### src/rtl/divisor_secuencial_pkg.sv
// Shared types and constants for the sequential restoring divider.
package divisor_secuencial_pkg;

  localparam int unsigned DefaultW = 32;

  typedef enum logic [1:0] {
    StIdle = 2'd0,
    StCalc = 2'd1,
    StDone = 2'd2
  } state_e;

  // Quotient reported on divide-by-zero or quotient overflow.
  localparam logic [DefaultW-1:0] ErrQuot = {DefaultW{1'b1}};

endpackage

### src/rtl/divisor_secuencial_div_paso.sv
// One combinational restoring-division step: shift in the next dividend bit,
// trial-subtract the divisor, keep the difference when it does not borrow.
module divisor_secuencial_div_paso #(
  parameter int unsigned W = 32
) (
  input  logic [W:0]   r_i,
  input  logic [W-1:0] q_i,
  input  logic [W-1:0] divisor_i,
  output logic [W:0]   r_o,
  output logic [W-1:0] q_o,
  output logic         qbit_o
);

  logic [W:0] t;
  logic [W:0] diff;
  logic       unused_r;

  // R < divisor at every step, so R[W] is always zero and drops out of T.
  assign unused_r = r_i[W];

  always_comb begin
    t      = {r_i[W-1:0], q_i[W-1]};
    diff   = t - {1'b0, divisor_i};
    qbit_o = (t >= {1'b0, divisor_i});
    r_o    = qbit_o ? diff : t;
    q_o    = {q_i[W-2:0], qbit_o};
  end

endmodule

### src/rtl/divisor_secuencial.sv
// Sequential restoring divider: 2W-bit dividend / W-bit divisor, one quotient bit per clock.
// Optional macro DIV_FAST_PATH_EN: divisor==1 and dividend==0 finish straight from IDLE.
module divisor_secuencial
  import divisor_secuencial_pkg::*;
#(
  parameter int unsigned W = DefaultW
) (
  input  logic           clk,
  input  logic           reset,
  input  logic [2*W-1:0] dividend,
  input  logic [W-1:0]   divisor,
  input  logic           valid_data,
  input  logic           ack,
  output logic [W-1:0]   quot,
  output logic [W-1:0]   rem,
  output logic           div_err,
  output logic           Done_Flag
);

  localparam int unsigned     CntW    = (W > 1) ? $clog2(W) : 1;
  localparam logic [CntW-1:0] CntLast = CntW'(W - 1);
  localparam logic [W-1:0]    ErrQ    = {W{ErrQuot[0]}};

  state_e          state_q, state_d;
  logic [W:0]      r_q, r_d, step_r;
  logic [W-1:0]    q_q, q_d, step_q;
  logic [W-1:0]    dvs_q, dvs_d;
  logic [W-1:0]    quot_q, quot_d;
  logic [W-1:0]    rem_q, rem_d;
  logic [CntW-1:0] cnt_q, cnt_d;
  logic            err_q, err_d;
  logic            step_qbit;
  logic [W-1:0]    dvd_hi, dvd_lo;
  logic            ovf;
  logic            last;

  assign dvd_hi = dividend[2*W-1:W];
  assign dvd_lo = dividend[W-1:0];
  assign ovf    = (divisor == '0) || (dvd_hi >= divisor);
  assign last   = (cnt_q == CntLast);

`ifdef DIV_FAST_PATH_EN
  logic fast;
  assign fast = (divisor == W'(1)) || (dividend == '0);
`endif

  divisor_secuencial_div_paso #(
    .W(W)
  ) u_paso (
    .r_i      (r_q),
    .q_i      (q_q),
    .divisor_i(dvs_q),
    .r_o      (step_r),
    .q_o      (step_q),
    .qbit_o   (step_qbit)
  );

  always_ff @(posedge clk or negedge reset) begin
    if (!reset) begin
      state_q <= StIdle;
    end else begin
      state_q <= state_d;
    end
  end

  always_comb begin
    state_d = state_q;
    unique case (state_q)
      StIdle: begin
        if (valid_data) begin
          if (ovf) begin
            state_d = StDone;
`ifdef DIV_FAST_PATH_EN
          end else if (fast) begin
            state_d = StDone;
`endif
          end else begin
            state_d = StCalc;
          end
        end
      end
      StCalc: if (last) state_d = StDone;
      StDone: if (ack) state_d = StIdle;
      default: state_d = StIdle;
    endcase
  end

  always_comb begin
    Done_Flag = (state_q == StDone);
  end

  always_comb begin
    r_d    = r_q;
    q_d    = q_q;
    dvs_d  = dvs_q;
    cnt_d  = cnt_q;
    quot_d = quot_q;
    rem_d  = rem_q;
    err_d  = err_q;
    unique case (state_q)
      StIdle: begin
        if (valid_data) begin
          dvs_d = divisor;
          r_d   = {1'b0, dvd_hi};
          q_d   = dvd_lo;
          cnt_d = '0;
          if (ovf) begin
            quot_d = ErrQ;
            rem_d  = '0;
            err_d  = 1'b1;
`ifdef DIV_FAST_PATH_EN
          end else if (fast) begin
            // Both trivial cases have quotient == low dividend half (zero when dividend==0).
            quot_d = dvd_lo;
            rem_d  = '0;
            err_d  = 1'b0;
`endif
          end
        end
      end
      StCalc: begin
        r_d   = step_r;
        q_d   = step_q;
        cnt_d = cnt_q + CntW'(1);
        if (last) begin
          quot_d = {q_q[W-2:0], step_qbit};
          rem_d  = step_r[W-1:0];
          err_d  = 1'b0;
        end
      end
      default: ;
    endcase
  end

  always_ff @(posedge clk or negedge reset) begin
    if (!reset) begin
      r_q    <= '0;
      q_q    <= '0;
      dvs_q  <= '0;
      cnt_q  <= '0;
      quot_q <= '0;
      rem_q  <= '0;
      err_q  <= 1'b0;
    end else begin
      r_q    <= r_d;
      q_q    <= q_d;
      dvs_q  <= dvs_d;
      cnt_q  <= cnt_d;
      quot_q <= quot_d;
      rem_q  <= rem_d;
      err_q  <= err_d;
    end
  end

  assign quot    = quot_q;
  assign rem     = rem_q;
  assign div_err = err_q;

endmodule

### config.mk
export PLATFORM = sky130hd
export DESIGN_NAME = divisor_secuencial
export DESIGN_NICKNAME = d
export VERILOG_FILES = /design/src/rtl/divisor_secuencial_pkg.sv /design/src/rtl/divisor_secuencial_div_paso.sv /design/src/rtl/divisor_secuencial.sv
export SDC_FILE = /design/constraint.sdc
export NUM_CORES = 1
export LEC_CHECK = 0
export CAP_MARGIN = 40
export CELL_PAD_IN_SITES_DETAIL_PLACEMENT = 1
export CELL_PAD_IN_SITES_GLOBAL_PLACEMENT = 2
export CORE_AREA = 3 3 176 178
export CTS_BUF_LIST = sky130_fd_sc_hd__clkbuf_8
export CTS_CLUSTER_DIAMETER = 40
export DETAILED_ROUTE_END_ITERATION = 12
export DIE_AREA = 0 0 179 181
export PLACE_DENSITY_LB_ADDON = 0.08
export SYNTH_ARGS = -nofsm -noshare
export SYNTH_HDL_FRONTEND = slang
export SYNTH_SLANG_ARGS = --single-unit
### constraint.sdc
create_clock -name clk -period 3.8 [get_ports clk]
set_clock_uncertainty 0.05 [all_clocks]
set_input_delay 0.38 -clock clk [delete_from_list [all_inputs] [get_ports clk]]
set_output_delay 0.38 -clock clk [all_outputs]
set_load 0.02 [all_outputs]
==> results of run 1 <==
-- synthesized netlist by cell type, drive strengths merged, types with 3 or more instances --
master and number:
or2 6, nand3b 4, nor2b 8, a32o 15, o22a 16, nor3 12, nor2 48, mux2i 5
a32oi 7, nor3b 4, nand3 25, or3 4, o21bai 5, nand4 16, a31o 3, o21a 7
nor4 12, nand2b 6, inv 108, nand2 96, and2 3, o21ai 64, and3 6, xnor2 8
clkbuf 61, a31oi 51, o311ai 3, ha 66, a21o 24, a211oi 7, dfrtp 168, a21oi 120
a22oi 30, o211a 3, buf 16, xor2 10, o22ai 31, mux2 18
-- worst register-to-register path: stages, from the launching register on --
cell	delay [ps]
sky130_fd_sc_hd__dfrtp_1	370
sky130_fd_sc_hd__inv_1	110
sky130_fd_sc_hd__ha_1	190
sky130_fd_sc_hd__inv_1	60
sky130_fd_sc_hd__fa_1	400
sky130_fd_sc_hd__a21o_1	230
sky130_fd_sc_hd__a31oi_1	320
sky130_fd_sc_hd__nor2_1	150
sky130_fd_sc_hd__o21ai_0	420
sky130_fd_sc_hd__o21a_1	240
sky130_fd_sc_hd__o21ai_0	180
sky130_fd_sc_hd__mux2i_1	470
sky130_fd_sc_hd__a31oi_1	150
-- routing by layer --
| layer | global-route usage, % | wire [µm] |
|---|---|---|
| met5 | 0 | 0 |
| met4 | 4.894 | 599 |
| met3 | 4.014 | 1534 |
| met2 | 34.50 | 16060 |
| met1 | 33.00 | 17890 |
-- timing repair --
| item | in CTS | in global routing |
|---|---|---|
| hold endpoints to repair | 67 | 0 |
| hold buffers | 1 | 0 |
| buffers inserted | 0 | 0 |
-- power by group through the flow --
stage / combinational, mW / clock, mW / sequential (mW)
global route: 9.25 / 1.58 / 3.20
finish: 8.33 / 1.47 / 3.10
detailed placement: 8.33 / 0 / 3.13
CTS: 8.37 / 1.51 / 3.10
global placement: 8.22 / 0 / 3.12
floorplan: 5.25 / 0 / 3.28
-- area by class of cell --
| class | count | area [µm²] |
|---|---|---|
| clock inverters | 15 | 220.2 |
| flip-flops and latches | 168 | 4204 |
| inverters | 108 | 405.4 |
| well taps | 390 | 488.0 |
| fillers | 3458 | 16810 |
| multi-input cells | 772 | 5132 |
| clock buffers | 17 | 234.0 |
| repair buffers | 208 | 2066 |
-- registers in the layout, summed over array words and instances, names as in the netlist --
signal and cells:
dvs_q 32, div_err 1, state_q 2, rem 32, quot 32, r_q 32
cnt_q 5, q_q 32
-- logic make-up (layout without fill, tap and decap cells) --
| logic type | Yosys count | in the layout | share of synthesized area, % |
|---|---|---|---|
| AOI/OAI and AO/OA | 410 | 410 | 26.22 |
| xor gates and xnor gates | 18 | 18 | 1.569 |
| adders and majority gates | 67 | 67 | 8.421 |
| buffers and inverters | 185 | 348 | 7.374 |
| DFF | 168 | 168 | 41.85 |
| muxes | 23 | 23 | 2.516 |
| and+or+nand+nor | 254 | 254 | 12.05 |
-- worst min-delay path by stage --
stage	from	to	cells past startpoint
6_report	reset	dvs_q[17]	2
5_1_grt	reset	dvs_q[18]	2
3_3_place_gp	reset	dvs_q[17]	1
2_1_floorplan	reset	cnt_q[0]	0
3_5_place_dp	reset	dvs_q[20]	1
4_1_cts	reset	dvs_q[20]	2
==> metrics.md, run 1 <==
| Metric | Value |
|---|---|
| Run status | `complete, no violations` |
| CTS tree | `done` |
| Fraction of power consumed by combinational cells | `64.6%` |
| Post-layout min period | `3462 ps` |
| Critical Path, Cell by Cell | `inv_1, ha_1, inv_1, fa_1, a21o_1, a31oi_1, nor2_1, o21ai_0, o21a_1, o21ai_0, mux2i_1, a31oi_1` |
| Slowest library cell on the worst path | `sky130_fd_sc_hd__mux2i_1` |
| Number of CTS-inserted buffers | `17` |
| Maximum frequency from static timing analysis | `0.2888 GHz` |
| Nature of the critical path endpoint | `flip-flop` |
| Data required time of the worst path | `4100 ps` |
| Switching power share of the total | `49.39%` |
| Full die area | `between 30000 and 40000 µm²` |
| Summed instance area of the synthesized netlist | `10040 µm²` |
| Routability Congestion | `0.8118` |
| Startpoint of the worst-slack reg-to-reg timing path | `q_q[31]` |
| Total internal power | `6.528 mW` |
| Starting Density | `33.98%` |
| R2R setup slack | `approximately 340 ps` |
| Net switching power | `6.372 mW` |
| Reg-to-Reg End | `r_q[20]` |
| Worst setup path endpoint | `r_q[20]` |
| Predominant post-synthesis flop cell | `sky130_fd_sc_hd__dfrtp_1` |
| Maximum level of the CTS H-tree | `4` |
| Critical path's largest stage delay | `470 ps` |
| Setup violations, final | `0` |
| Die Ht | `181 µm` |
| Critical Path Fanout Max | `3` |
| Worst setup margin | `337.7 ps` |
| Quantity of I/O buffers inserted on ports | `165` |
| Post-route standard cell area excluding fillers | `around 13000 µm²` |
| Unrepaired setup endpoints after global routing | `false` |
| Overall power of the completed layout | `12.90 mW` |
| Startpoint class of the critical path | `flip-flop` |
| Commonest non-fill, non-tap cells in the layout | `sky130_fd_sc_hd__dfrtp_1, sky130_fd_sc_hd__clkdlybuf4s50_1, sky130_fd_sc_hd__a21oi_1` |
| Synth Register Bits | `around 170` |
| Clk sink count | `about 170` |
| Total core area | `29560 µm²` |
| Leading cell type in the layout, fill and taps excluded | `sky130_fd_sc_hd__dfrtp_1` |
| Final-stage net count | `1442` |
| HPWL Detailed | `26.82 mm` |
| Avg Inst Size Synth | `8.929 µm²` |
| Vias/cell | `5.538` |
| Share of synthesized flip-flops with an asynchronous set or reset | `100.0%` |
| # resized after CTS | `0` |
| Clock-pin slew on the worst setup and hold paths | `120 ps` |
| EDFF count, synth | `0` |
| Number of placement rows | `63` |
| Final-report max-slew violation count | `0` |
| Worst skew pair latency | `490 ps` |
| CTS max path bufs | `2` |
| Transition at the pin with the smallest max-transition slack | `769.8 ps` |
| Sequential fraction of the synthesis area | `41.85%` |
| Setup slack after placement | `242.8 ps` |
| Vias after detailed routing | `~9300` |
| Syn nets | `1292` |
| Part of the cycle the worst path needs | `91.11%` |
| Worst reg-to-reg path cell count | `12` |
| Library cell occupying the most area in the post-synthesis netlist | `sky130_fd_sc_hd__dfrtp_1` |
| Signal arrival time at the worst endpoint | `3760 ps` |
| Leak Pwr | `5.530 nW` |
| Number of buffer and inverter stages on the critical path | `2` |
| Share of post-route cells with drive strength above 1 | `8.851%` |
| Source of the critical timing path | `q_q[31]` |
| Worst IR Drop VDD | `0.3660 mV` |
| Diode insertion count for antenna repair | `0` |
| Global routing usage summed across all routing layers | `22.48%` |
| Headroom to the max-slew limit | `48.24%` |
| Pin count of the biggest net entering global routing | `70` |
| Share of Yosys cell area claimed by the top area cell type | `41.85%` |
| Cell area power density | `1012 nW/µm²` |
| Number of antenna-violating nets in the routed design | `0` |
| Antenna violations before repair | `0` |
| Total cell area at the placement stage | `approximately 12000 µm²` |
| Overflow left after global routing | `0` |
| Non-filler instance count after layout | `roughly 1700` |
| Gate count of the mapped netlist | `1125` |
| Setup Total Neg Slack | `0 ps` |
| Hold/Removal Path Class | `in -> async` |
| Final Hold Vio Count | `0` |
| Clock network fraction of design power | `11.4%` |
| First-pass GRT wire length | `roughly 57 mm` |
| Top cells by area, synth | `sky130_fd_sc_hd__dfrtp_1, sky130_fd_sc_hd__ha_1, sky130_fd_sc_hd__a21oi_1` |
| Part of the total power dissipated in sequential elements | `approximately a quarter` |
| Die boundary width | `179 µm` |
| Share of the core filled with cells | `43.13%` |
| Area Overhead vs Synth | `26.93%` |
| Via count of the first global-routing pass | `about 10000` |
| Top Ports | `approximately 170` |
| YS warnings | `0` |
| Total number of cells along the worst setup path | `12` |
| Gate family responsible for the most delay along the worst path | `compound AO/OA/AOI/OAI gates` |
| Length of the first detailed-routing pass in iterations | `4` |
| DP Cell Count | `1645` |
| Wire length after detailed routing | `36.08 mm` |
| 1st-iter DRT viols | `~560` |
| Clk root buf | `sky130_fd_sc_hd__clkbuf_8` |
| Path type of the worst setup path | `reg -> reg` |
| Max-capacitance violation count | `0` |
| Number of different library cells in the post-synthesis netlist | `64` |
| DR WL/cell | `21.50 µm` |
| DRC Markers | `0` |
| Worst hold slack | `~370 ps` |
Note: power is estimated with default switching activity, not from simulation.
==> run 2, diff against run 1 <==
Settings changed: CORE_AREA 3 3 176 178 to 3 3 178 180, DIE_AREA 0 0 179 181 to 0 0 181 183, SYNTH_HIERARCHICAL set to 1, TNS_END_PERCENT set to 30.
==> run 2 against run 1 <==
  * Via count down 8.8%
  * Worst setup slack got worse by 53 ps
  * Critical path type unchanged
  * Hold slack gained 75 ps
  * Core utilization down 0.89 points
  * Largest power group unchanged
  * Critical endpoint is now r_q[30]
  * Critical path depth increased by 4
==> metrics.md, run 2 <==
| Metric | Value |
|---|---|
| Run status | `complete, no violations` |
| Clk sink count | `168 (unchanged)` |
| Commonest non-fill, non-tap cells in the layout | `sky130_fd_sc_hd__dfrtp_1, sky130_fd_sc_hd__nand2_1, sky130_fd_sc_hd__clkdlybuf4s50_1` |
| Number of antenna-violating nets in the routed design | `0 (unchanged)` |
| Switching power share of the total | `47.56% (-1.8 points)` |
| Number of CTS-inserted buffers | `17 (unchanged)` |
| Max-capacitance violation count | `0 (unchanged)` |
| Vias/cell | `5.086 (-8.2%)` |
| Vias after detailed routing | `8474 (-8.8%)` |
| Worst reg-to-reg path cell count | `16 (+4)` |
| Final-report max-slew violation count | `0 (unchanged)` |
| Wire length after detailed routing | `31.64 mm (-12%)` |
| Routability Congestion | `0.8383 (+3.3%)` |
| Via count of the first global-routing pass | `9140 (-6.7%)` |
| Die boundary width | `181 µm (+1.1%)` |
| Length of the first detailed-routing pass in iterations | `4 (unchanged)` |
| Leading cell type in the layout, fill and taps excluded | `sky130_fd_sc_hd__dfrtp_1` |
| Share of post-route cells with drive strength above 1 | `10.40% (+1.6 points)` |
| Data required time of the worst path | `4170 ps (+70 ps)` |
| CTS tree | `done` |
| Nature of the critical path endpoint | `flip-flop` |
| Clk root buf | `sky130_fd_sc_hd__clkbuf_8` |
| Total internal power | `6.665 mW (+2.1%)` |
| HPWL Detailed | `23.21 mm (-13%)` |
| Transition at the pin with the smallest max-transition slack | `782.0 ps (+12.26 ps)` |
| YS warnings | `6 (+6)` |
| Full die area | `33120 µm² (+2.2%)` |
| Die Ht | `183 µm (+1.1%)` |
| Source of the critical timing path | `q_q[31]` |
| Setup violations, final | `0 (unchanged)` |
| Worst setup path endpoint | `r_q[30]` |
| Post-route standard cell area excluding fillers | `12820 µm² (+0.55%)` |
| 1st-iter DRT viols | `345 (-39%)` |
| Headroom to the max-slew limit | `47.87% (-0.38 points)` |
| Worst hold slack | `449.3 ps (+75.24 ps)` |
| Total cell area at the placement stage | `12410 µm² (+1.0%)` |
| Maximum frequency from static timing analysis | `0.2844 GHz (-1.5%)` |
| Net switching power | `6.044 mW (-5.1%)` |
| DRC Markers | `0 (unchanged)` |
| Starting Density | `34.56% (+0.58 points)` |
| Quantity of I/O buffers inserted on ports | `165 (unchanged)` |
| Avg Inst Size Synth | `9.169 µm² (+2.7%)` |
| Gate count of the mapped netlist | `1144 (+1.7%)` |
| Top Ports | `166 (unchanged)` |
| CTS max path bufs | `2 (unchanged)` |
| Clock network fraction of design power | `10.3% (-1.1 points)` |
| Part of the total power dissipated in sequential elements | `25.0% (+1.0 points)` |
| Cell area power density | `991.3 nW/µm² (-2.0%)` |
| Startpoint of the worst-slack reg-to-reg timing path | `q_q[31]` |
| Global routing usage summed across all routing layers | `19.33% (-3.2 points)` |
| Leak Pwr | `5.805 nW (+5.0%)` |
| Antenna violations before repair | `1 (+1)` |
| Pin count of the biggest net entering global routing | `75 (+7.1%)` |
| DR WL/cell | `18.99 µm (-12%)` |
| First-pass GRT wire length | `51.36 mm (-10%)` |
| Overall power of the completed layout | `12.71 mW (-1.5%)` |
| Final-stage net count | `1424 (-1.2%)` |
| Maximum level of the CTS H-tree | `4 (unchanged)` |
| Share of the core filled with cells | `42.24% (-0.89 points)` |
| Startpoint class of the critical path | `flip-flop` |
| Syn nets | `1311 (+1.5%)` |
| Number of placement rows | `64 (+1.6%)` |
| Signal arrival time at the worst endpoint | `3880 ps (+120 ps)` |
| Area Overhead vs Synth | `22.22%` |
| Critical Path Fanout Max | `3 (unchanged)` |
| R2R setup slack | `280 ps (-50 ps)` |
| Total core area | `30350 µm² (+2.7%)` |
| Hold/Removal Path Class | `in -> async` |
| Worst IR Drop VDD | `0.5280 mV (+44%)` |
| Summed instance area of the synthesized netlist | `10490 µm² (+4.4%)` |
| Overflow left after global routing | `0 (unchanged)` |
| Post-layout min period | `3516 ps (+53.39 ps)` |
| Final Hold Vio Count | `0 (unchanged)` |
| Worst skew pair latency | `480 ps (about the same)` |
| Fraction of power consumed by combinational cells | `64.7% (about the same)` |
| Clock-pin slew on the worst setup and hold paths | `110 ps (about the same)` |
| Reg-to-Reg End | `r_q[30]` |
| Part of the cycle the worst path needs | `92.52% (+1.4 points)` |
| Path type of the worst setup path | `reg -> reg` |
run 2: worst min-delay path by stage:
stage | end | slack (ps) | cells after the start | from
finish | dvs_q[6] | 450 | 2 | reset
global route | q_q[19] | 420 | 3 | dividend[19]
CTS | q_q[11] | 420 | 3 | dividend[11]
detailed placement | rem[8] | 420 | 1 | reset
global placement | quot[1] | 420 | 1 | quot[1]
floorplan | cnt_q[0] | 30 | 0 | reset
run 2: power groups by stage:
stage	clock network (mW)	logic (mW)	registers (mW)
floorplan	0	5.92	3.34
global placement	0	8.17	3.20
detailed placement	0	8.29	3.22
CTS	1.38	8.34	3.19
global route	1.45	9.22	3.30
finish	1.31	8.22	3.18
run 2: routing by layer:
metal | vias to the layer above | global-route usage (%) | routed length (µm)
li1 | 4166 | - | -
met1 | 4167 | 25.53 | 15020
met2 | 125 | 32.34 | 14750
met3 | 16 | 5.196 | 1565
met4 | 0 | 3.717 | 307
met5 | - | 0 | 0
run 2: repair_timing:
item / in CTS / in global routing
setup buffers: 0 / 0
gates resized for setup: 0 / 1
endpoints found under the hold margin: 69 / 0
setup endpoints to repair: 0 / 2
hold buffers: 1 / 0
run 2: critical path, stage by stage, from the launching register on:
cell and delay, ps:
sky130_fd_sc_hd__dfrtp_1 410, sky130_fd_sc_hd__inv_1 60, sky130_fd_sc_hd__ha_1 210, sky130_fd_sc_hd__fa_1 410, sky130_fd_sc_hd__and2b_1 270, sky130_fd_sc_hd__o21bai_4 80
sky130_fd_sc_hd__a21oi_1 200, sky130_fd_sc_hd__o21ai_0 120, sky130_fd_sc_hd__buf_4 170, sky130_fd_sc_hd__a21oi_1 210, sky130_fd_sc_hd__o21ai_0 160, sky130_fd_sc_hd__a21oi_1 240
sky130_fd_sc_hd__mux2i_1 120, sky130_fd_sc_hd__a311oi_2 280, sky130_fd_sc_hd__nand2_1 130, sky130_fd_sc_hd__a21oi_1 230, sky130_fd_sc_hd__a21o_1 110
run 2: final cells by class:
class	instances	area, µm²
Antenna cell	1	2.502
Clock buffer	17	234.0
Clock inverter	14	162.7
Fill cell	3494	17530
Inverter	79	296.5
Multi-Input combinational cell	798	5489
Sequential cell	168	4204
Tap cell	396	495.5
Timing Repair Buffer	193	1936
run 2: through the flow:
step	setup TNS, ps	setup WS (ps)	cells
4_1_cts	0	238.7	1665
6_report	0	284.3	1666
3_5_place_dp	0	191.6	1633
5_1_grt	-1.026	-1.026	1665
3_3_place_gp	0	20.16	1632
2_1_floorplan	0	911.8	1144
==> run 3, diff against run 2 <==
Settings changed: PLACE_DENSITY set to 0.89, PLACE_DENSITY_LB_ADDON 0.08 to not set, RECOVER_POWER set to 100.
==> run 3 against run 2 <==
  * The run now ends with capacitance limit, slew limit left
  * Die area did not move
  * Routed wire length fell by 0.43%
  * Core utilization fell by 0.46 points
  * Global-route usage fell by 0.16 points
  * Power fell by 1.8%
  * Via count rose by 2.2%
  * Cell count fell by 0.24%
  * Combinational power fell by 3.5%
  * First-iteration DRC count fell by 2.0%
  * Critical path depth fell by 5
  * Fmax rose by 2.2%
  * Highest routed layer is now met5
==> metrics.md, run 3 (synthesis gave the netlist of run 2 again) <==
| Metric | Value |
|---|---|
| Run status | `complete, but fails checks` |
| Failing checks | `capacitance limit, slew limit` |
| Worst IR Drop VDD | `0.5049 mV (-4.4%)` |
| Maximum frequency from static timing analysis | `0.2907 GHz (+2.2%)` |
| Setup violations, final | `0 (unchanged)` |
| Antenna violations before repair | `2 (+1)` |
| Number of placement rows | `64 (unchanged)` |
| 1st-iter DRT viols | `338 (-2.0%)` |
| Leak Pwr | `5.787 nW (-0.31%)` |
| Vias after detailed routing | `8662 (+2.2%)` |
| Slowest library cell on the worst path | `sky130_fd_sc_hd__o31ai_1` |
| Worst hold slack | `424.8 ps (-24.54 ps)` |
| Die Ht | `183 µm (unchanged)` |
| CTS max path bufs | `2 (unchanged)` |
| Via count of the first global-routing pass | `9443 (+3.3%)` |
| Setup slack after placement | `445.7 ps (+254.1 ps)` |
| Share of post-route cells with drive strength above 1 | `9.005% (-1.4 points)` |
| Startpoint class of the critical path | `input port` |
| Headroom to the max-slew limit | `-48.73% (-97 points)` |
| Wire length after detailed routing | `31.51 mm (-0.43%)` |
| Critical Path Fanout Max | `34 (+31)` |
| Pin count of the biggest net entering global routing | `87 (+16%)` |
| DP Cell Count | `1629 (-0.24%)` |
| Area Overhead vs Synth | `20.90%` |
| Die boundary width | `181 µm (unchanged)` |
| Maximum level of the CTS H-tree | `4 (unchanged)` |
| Leading cell type in the layout, fill and taps excluded | `sky130_fd_sc_hd__dfrtp_1` |
| Vias/cell | `5.212 (+2.5%)` |
| Total cell area at the placement stage | `12330 µm² (-0.61%)` |
| Number of antenna-violating nets in the routed design | `0 (unchanged)` |
| Quantity of I/O buffers inserted on ports | `165 (unchanged)` |
| Critical Path, Cell by Cell | `dlygate4sd3_1, inv_1, ha_1, nand2b_1, a2111oi_0, clkbuf_1, a2111oi_1, o31ai_1, a21oi_4, buf_12, o21a_1` |
| Overall power of the completed layout | `12.48 mW (-1.8%)` |
| Final-report max-slew violation count | `87 (+87)` |
| Unrepaired setup endpoints after global routing | `false` |
| DRC Markers | `0 (unchanged)` |
| Total core area | `30350 µm² (unchanged)` |
| Diode insertion count for antenna repair | `0 (-1)` |
| Data required time of the worst path | `4120 ps (-50 ps)` |
| Setup Total Neg Slack | `0 ps (unchanged)` |
| Transition at the pin with the smallest max-transition slack | `2231 ps (+1449 ps)` |
| Gate family responsible for the most delay along the worst path | `compound AO/OA/AOI/OAI gates` |
| Non-filler instance count after layout | `1662 (-0.24%)` |
| HPWL Detailed | `23.46 mm (+1.1%)` |
| Number of buffer and inverter stages on the critical path | `4 (+2)` |
| Worst setup margin | `360.3 ps (+76.00 ps)` |
| Signal arrival time at the worst endpoint | `3760 ps (-120 ps)` |
| Hold/Removal Path Class | `in -> reg` |
| Clk root buf | `sky130_fd_sc_hd__clkbuf_8` |
| Critical path's largest stage delay | `790 ps (+380 ps)` |
| Cell area power density | `984.5 nW/µm² (-0.69%)` |
| First-pass GRT wire length | `51.25 mm (-0.21%)` |
| Path type of the worst setup path | `in -> reg` |
| Final-stage net count | `1420 (-0.28%)` |
| Length of the first detailed-routing pass in iterations | `4 (unchanged)` |
| Number of CTS-inserted buffers | `17 (unchanged)` |
| Clk sink count | `168 (unchanged)` |
| Part of the cycle the worst path needs | `90.52% (-2.0 points)` |
| Number of setup buffers added after CTS | `0 (unchanged)` |
| Top Ports | `166 (unchanged)` |
| Clock-pin slew on the worst setup and hold paths | `110 ps (about the same)` |
| CTS tree | `done` |
| Overflow left after global routing | `0 (unchanged)` |
| Share of the core filled with cells | `41.78% (-0.46 points)` |
| Post-layout min period | `3440 ps (-76.00 ps)` |
| Global routing usage summed across all routing layers | `19.17% (-0.16 points)` |
| Nature of the critical path endpoint | `flip-flop` |
| Commonest non-fill, non-tap cells in the layout | `sky130_fd_sc_hd__dfrtp_1, sky130_fd_sc_hd__nand2_1, sky130_fd_sc_hd__clkdlybuf4s50_1` |
| Routability Congestion | `0.8312 (-0.85%)` |
| DR WL/cell | `18.96 µm (-0.19%)` |
| Final Hold Vio Count | `0 (unchanged)` |
| Post-route standard cell area excluding fillers | `12680 µm² (-1.1%)` |
| Worst skew pair latency | `480 ps (about the same)` |
| Full die area | `33120 µm² (unchanged)` |
| Starting Density | `34.56% (unchanged)` |
| Max-capacitance violation count | `1 (+1)` |
[run 3: cell count changes in the layout (fill, tap and decap cells not counted), sizes merged, moves of 2 or more]
cell           before  now
clkbuf             17   25
inv                82   85
dlygate4sd3         1   68
clkdlybuf4s50     164   97
buf                28   16
clkinv             11    9
[run 3: path summary, 6_finish.rpt]
check                              from          to  slack, ps  cells after the start
max reg2reg                      r_q[1]      r_q[8]        400                     12
max in group asynchronous         reset     r_q[11]        780                      3
min in group asynchronous         reset    dvs_q[4]       1020                      2
max                        dividend[32]    quot[12]        360                     11
min                                 ack  state_q[1]        420                      3
min reg2reg                    quot[29]    quot[29]        450                      1
[run 3: what timing repair did]
action | 4_1_cts | 5_1_grt
resized for setup | 0 | 0
hold buffers | 1 | 0
hold endpoints to repair | 83 | 0
setup endpoints to repair | 0 | 0
[run 3: tightest hold or removal path: cells and delay by family]
kind / cells / cell delay, ps
buf+inv: 2 / 450
compound gates: 1 / 100
[run 3: cell type report]
class                      count  area [µm²]
sequential                   168        4204
clock inverter                15       198.9
fill                        3491       17670
clock buffer                  17       234.0
inverter                      79       296.5
tap                          396       495.5
timing repair buffer         189        1834
multi-input combinational    798        5418
[run 3: power breakdown]
part           switching, mW  total, mW  internal, mW  leakage (nW)
sequential             0.575       3.18          2.61          2.01
combinational           4.62       7.93          3.31          3.56
clock                  0.857       1.37         0.518         0.214
[run 3: routing by layer]
layer	up-vias	global-route usage, %	share of wire (%)
li1	4158	-	-
met1	4275	25.01	44
met2	188	32.05	47
met3	37	5.315	6.6
met4	4	4.266	1.6
met5	-	0	0.073
